===== config.mk =====
export PLATFORM = sky130hd
export DESIGN_NAME = demux_tdm_1to8_flat
export DESIGN_NICKNAME = d
export VERILOG_FILES = /design/src/rtl/demux_tdm_1to8_if.sv /design/src/rtl/demux_tdm_1to8.sv /design/src/flat_wrapper.sv
export SDC_FILE = /design/constraint.sdc
export NUM_CORES = 1
export LEC_CHECK = 0
export BUFFER_PORTS_ARGS = -buffer_cell sky130_fd_sc_hd__buf_2
export CORE_MARGIN = 8
export CORE_UTILIZATION = 52
export CTS_CLUSTER_DIAMETER = 50
export DETAILED_ROUTE_END_ITERATION = 8
export PLACE_DENSITY = 0.82
export SLEW_MARGIN = 10
export SYNTH_ARGS = -nofsm -noshare
export SYNTH_HDL_FRONTEND = slang
export SYNTH_SLANG_ARGS = --single-unit

===== constraint.sdc =====
create_clock -name clk -period 2.2 [get_ports clk]
set_input_delay 0.44 -clock clk [delete_from_list [all_inputs] [get_ports clk]]
set_output_delay 0.44 -clock clk [all_outputs]
set_load 0.03 [all_outputs]

===== src/rtl/demux_tdm_1to8_if.sv =====
// demux_tdm_1to8_if: serial-in and parallel-out handshake bundle for demux_tdm_1to8.
interface demux_tdm_1to8_if;
    logic       din;
    logic       din_valid;
    logic       din_ready;
    logic       sync;
    logic [7:0] dout;
    logic       dout_valid;
    logic       dout_ready;
    logic [2:0] slot;
    logic       parity_err;
    modport master (
        output din, din_valid, sync, dout_ready,
        input  din_ready, dout, dout_valid, slot, parity_err
    );
    modport slave (
        input  din, din_valid, sync, dout_ready,
        output din_ready, dout, dout_valid, slot, parity_err
    );
endinterface


===== src/rtl/demux_tdm_1to8.sv =====
// demux_tdm_1to8: TDM 1-to-8 serial demultiplexer with valid/ready on both sides.
// Define DEMUX_TDM_PARITY_EN for 9-slot frames whose last slot carries even parity.
module demux_tdm_1to8 #(
    parameter int LSB_FIRST = 1
) (
    input  logic           clk,
    input  logic           rst_n,
    demux_tdm_1to8_if.slave bus
);
`ifdef DEMUX_TDM_PARITY_EN
    localparam logic [3:0] LAST = 4'd8;
`else
    localparam logic [3:0] LAST = 4'd7;
`endif
    logic [3:0] cnt;
    logic [7:0] asm_q;
    logic [7:0] word;
    logic [7:0] lanes;
    logic       accept;
    logic       load;
    assign bus.din_ready = !(cnt == LAST && bus.dout_valid && !bus.dout_ready);
    assign accept        = bus.din_valid && bus.din_ready;
    assign load          = accept && !bus.sync && cnt == LAST;
    assign bus.slot      = cnt[3] ? 3'd7 : cnt[2:0];
`ifdef DEMUX_TDM_PARITY_EN
    assign word = asm_q;
`else
    // lane 7 comes straight from din so the word completes on its final bit
    assign word = cnt == LAST ? {bus.din, asm_q[6:0]} : asm_q;
`endif
    always_comb begin
        lanes = '0;
        for (int i = 0; i < 8; i++) lanes[i] = LSB_FIRST != 0 ? word[i] : word[7 - i];
    end
    always_ff @(posedge clk or negedge rst_n) begin
        if (!rst_n) begin
            cnt            <= '0;
            asm_q          <= '0;
            bus.dout       <= '0;
            bus.dout_valid <= 1'b0;
        end else begin
            if (bus.sync) begin
                cnt   <= accept ? 4'd1 : 4'd0;
                asm_q <= accept ? {7'd0, bus.din} : 8'h00;
            end else if (accept) begin
                cnt <= cnt == LAST ? 4'd0 : cnt + 4'd1;
                if (!cnt[3]) asm_q[cnt[2:0]] <= bus.din;
            end
            if (load) bus.dout <= lanes;
            bus.dout_valid <= load || (bus.dout_valid && !bus.dout_ready);
        end
    end
`ifdef DEMUX_TDM_PARITY_EN
    always_ff @(posedge clk or negedge rst_n) begin
        if (!rst_n) bus.parity_err <= 1'b0;
        else if (load) bus.parity_err <= ^{asm_q, bus.din};
    end
`else
    assign bus.parity_err = 1'b0;
`endif
endmodule

===== src/flat_wrapper.sv =====
// flat-port wrapper written by rule: the top's interface ports become plain ports
module demux_tdm_1to8_flat 
#(
    parameter int LSB_FIRST = 1
)
  (clk, rst_n, bus_din, bus_din_valid, bus_sync, bus_dout_ready, bus_din_ready, bus_dout, bus_dout_valid, bus_slot, bus_parity_err);
  demux_tdm_1to8_if bus_i ();
  input  logic clk;
  input  logic rst_n;
  input wire logic [$bits(bus_i.din)-1:0] bus_din;
  input wire logic [$bits(bus_i.din_valid)-1:0] bus_din_valid;
  input wire logic [$bits(bus_i.sync)-1:0] bus_sync;
  input wire logic [$bits(bus_i.dout_ready)-1:0] bus_dout_ready;
  output wire logic [$bits(bus_i.din_ready)-1:0] bus_din_ready;
  output wire logic [$bits(bus_i.dout)-1:0] bus_dout;
  output wire logic [$bits(bus_i.dout_valid)-1:0] bus_dout_valid;
  output wire logic [$bits(bus_i.slot)-1:0] bus_slot;
  output wire logic [$bits(bus_i.parity_err)-1:0] bus_parity_err;
  assign bus_i.din = bus_din;
  assign bus_i.din_valid = bus_din_valid;
  assign bus_i.sync = bus_sync;
  assign bus_i.dout_ready = bus_dout_ready;
  assign bus_din_ready = bus_i.din_ready;
  assign bus_dout = bus_i.dout;
  assign bus_dout_valid = bus_i.dout_valid;
  assign bus_slot = bus_i.slot;
  assign bus_parity_err = bus_i.parity_err;
  demux_tdm_1to8 #(.LSB_FIRST(LSB_FIRST)) u_core (.clk(clk), .rst_n(rst_n), .bus(bus_i));
endmodule

==> results.yml <==
die:
  dieArea_sq_um: 3640
  rows: 16
  fp.coreArea_sq_um: 1900
  die_h_um: 60.3
  ios: 20
  chipWidth_um: 60.3
  start_util: 0.537
critical_path:
  path_max_fanout: 10
  reg2reg_from: "u_core.cnt[1]$_DFFE_PN0P_"
  slowest_delay_ps: 500
  crit_chain: "ha_1 > nand3b_4 > nand2b_1 > buf_2"
  arrival_ps: 1630
  rrSetupSlack_ps: 320
  ff2ff_path_depth: 5
  cp.required_ps: 1760
  cpLargestDelayFamily: "flip-flops"
  endpoint_kind: "output pin"
  path_buf_inv: 1
  worst_path_max_delay_cell: "dfrtp_1"
  worstSetupPathType: "reg2out"
  crit_path_start: "u_core.cnt[1]$_DFFE_PN0P_"
  timing.rr.end: "u_core.bus.dout[1]$_DFFE_PN0P_"
  critPathLaunchType: "flop"
route:
  wl_per_cell_um: 14.4
  vias: 735
  initialDrtViolationCount: 15
  postRouteAntennaNets: 0
  firstDrtPassIters: 4
  drc_errors: 0
  drt-total-wl_mm: 1.90
  viasPerCell: 5.57
placement:
  globalplace.congestion: 0.786
  hpwl_mm: 1.42
  portBuffers: 18
  placed_cells_incl_taps: 129
logic_synthesis:
  netlist_instances: 90
  ys.flop_type: "dfrtp_1"
  yosys-top-cells-area: "dfrtp_1 49%, nand2b_1 5.5%, mux2i_1 4.9%"
  synth_edf_count: 0
  yosys_warnings: 0
  yosys.area.top_type: "dfrtp_1"
  avgSynthCellArea_sq_um: 11.3
  syn_nets: 97
  synth_seq_cells: 20
  synthTopCellsByCount: "20 x dfrtp_1, 9 x nand2b_1, 6 x a21oi_1, 6 x clkbuf_1, 5 x mux2i_1"
  ys_async_sr_fraction: 1.00
  yosysMostFrequentCell: "dfrtp_1"
  yosysUniqueCellTypes: 30
  synth-seq-area-share: 0.490
  synth_top_area_share: 0.490
  synth_area_sq_um: 1020
finish:
  antennaDiodeCount: 0
  syn_to_final_growth_pct: 12.1
  nNetsFinal: 114
  fill_cells: 184
  layout.cells.non_filler: 132
  drive_above_1_share: 0.333
pwr:
  leakage_nw: 0.615
  ir_drop_mv: 0.375
  p_per_area_nw_per_um2: 577
clock_network:
  cts_hold_buf: 0
  htree_levels: 1
  clkSlewWorstSetupHoldPaths_ps: 110
  clock_latency_ps: 300
  postCtsSetupRepairBufs: 0
  cts_made_buffers: 3
  cts_resized: 0
  root_buffer: "clkbuf_4"
  cts_tree: "yes"
  clock_sinks: 20
  cts_buffer_depth: 2
status:
  status: "finished clean"
job:
  drv_cap: 0
grt:
  grt_pass1_wl_mm: 3.22
  grt_max_degree: 21
  antenna_found_initial: 0
  use_met3: 0.0194
  grt_use_met1: 0.133
  grt_usage: 0.117
  busiest_layer: "met2"
  grt_pass1_vias: 715
  grt_util_met2: 0.194
  grt_overflow: 0
sta:
  max_freq_ghz: 0.482
  rsz0062_at_grt: "no"
  maxSlewHeadroom: 0.648
  hold_violations: 0
  slew_viol_final: 0
  setup-violations-final: 0
  skew_ps: 13.5
  fin_crit_sh: 0.943
  tightestPinTransition_ps: 522
  setup_tns_ps: 0
  period_needed_ps: 2070
min_path:
  hold_path.class: "in2async"
[routing by layer]
| layer | vias up | wire length [um] |
|---|---|---|
| met5 | - | 0 |
| met4 | 0 | 54 |
| met3 | 5 | 91 |
| met2 | 16 | 924 |
| met1 | 366 | 833 |
| li1 | 348 | - |
[kinds of logic (layout without fill, tap and decap cells)]
group                    after synthesis  after routing  synth area share
adder cells (fa/ha/maj)                1              1            0.0123
AO/OA/AOI/OAI                         14             14            0.0931
flip-flops                            20             20             0.490
AND/OR/NAND/NOR                       32             32             0.227
buffers and inverters                  9             24            0.0368
other                                  1              1           0.00367
multiplexers                          13             13             0.137
[registers in the layout, indices dropped and copies added, names as in the netlist]
signal and count:
u_core.bus.dout 8, u_core.asm_q 7, u_core.cnt 4, u_core.bus.dout_valid 1
[power by group]
group	internal, mW	total, mW	switching, mW
Sequential	0.379	0.394	0.0152
Combinational	0.0353	0.0945	0.0592
Clock	0.0639	0.173	0.109
Total	0.478	0.661	0.183
[through the flow]
stage / total power [mW] / setup slack [ps] / instance area [sq um] / hold slack, ps / util
floorplan: 0.467 / 468 / 1020 / 144 / -
global placement: 0.492 / 449 / 1120 / 408 / 0.590
detailed placement: 0.496 / 351 / 1120 / 411 / 0.590
CTS: 0.668 / 111 / 1140 / 73.4 / 0.602
global route: 0.691 / 25.4 / 1140 / 95.0 / 0.602
finish: 0.661 / 126 / 1140 / 58.4 / 0.602
[layout make-up]
type	instances	area [sq um]	area share
Sequential cell	20	500	0.437
Timing Repair Buffer	19	97.6	0.0852
Inverter	2	7.51	0.00656
Tap cell	27	33.8	0.0295
Clock buffer	3	22.5	0.0197
Multi-Input combinational cell	61	483	0.422
[placed cells by master (no fill, tap or decap), types with 2 or more instances in the layout]
master    Yosys  layout
a21bo_2       3       3
a21oi_1       6       6
buf_2         0      18
clkbuf_4      0       3
dfrtp_1      20      20
inv_1         2       2
mux2_1        4       4
mux2_2        4       4
mux2i_1       5       5
nand2b_1      9       9
nand3_1       3       3
nand4_1       2       2
nand4b_1      2       2
nor2b_1       2       2
o21ai_0       3       3
or2_2         4       4
[how the worst max path moves through the flow]
| stage | to | slack (ps) | cells after the start |
|---|---|---|---|
| after floorplan | u_core.bus.dout[0]$_DFFE_PN0P_ | 470 | 4 |
| after global placement | u_core.bus.dout[1]$_DFFE_PN0P_ | 450 | 5 |
| after detailed placement | u_core.bus.dout[2]$_DFFE_PN0P_ | 350 | 5 |
| after CTS | bus_din_ready | 110 | 4 |
| after global routing | bus_din_ready | 30 | 4 |
| final | bus_din_ready | 130 | 4 |
(Power assumes the default switching activity.)
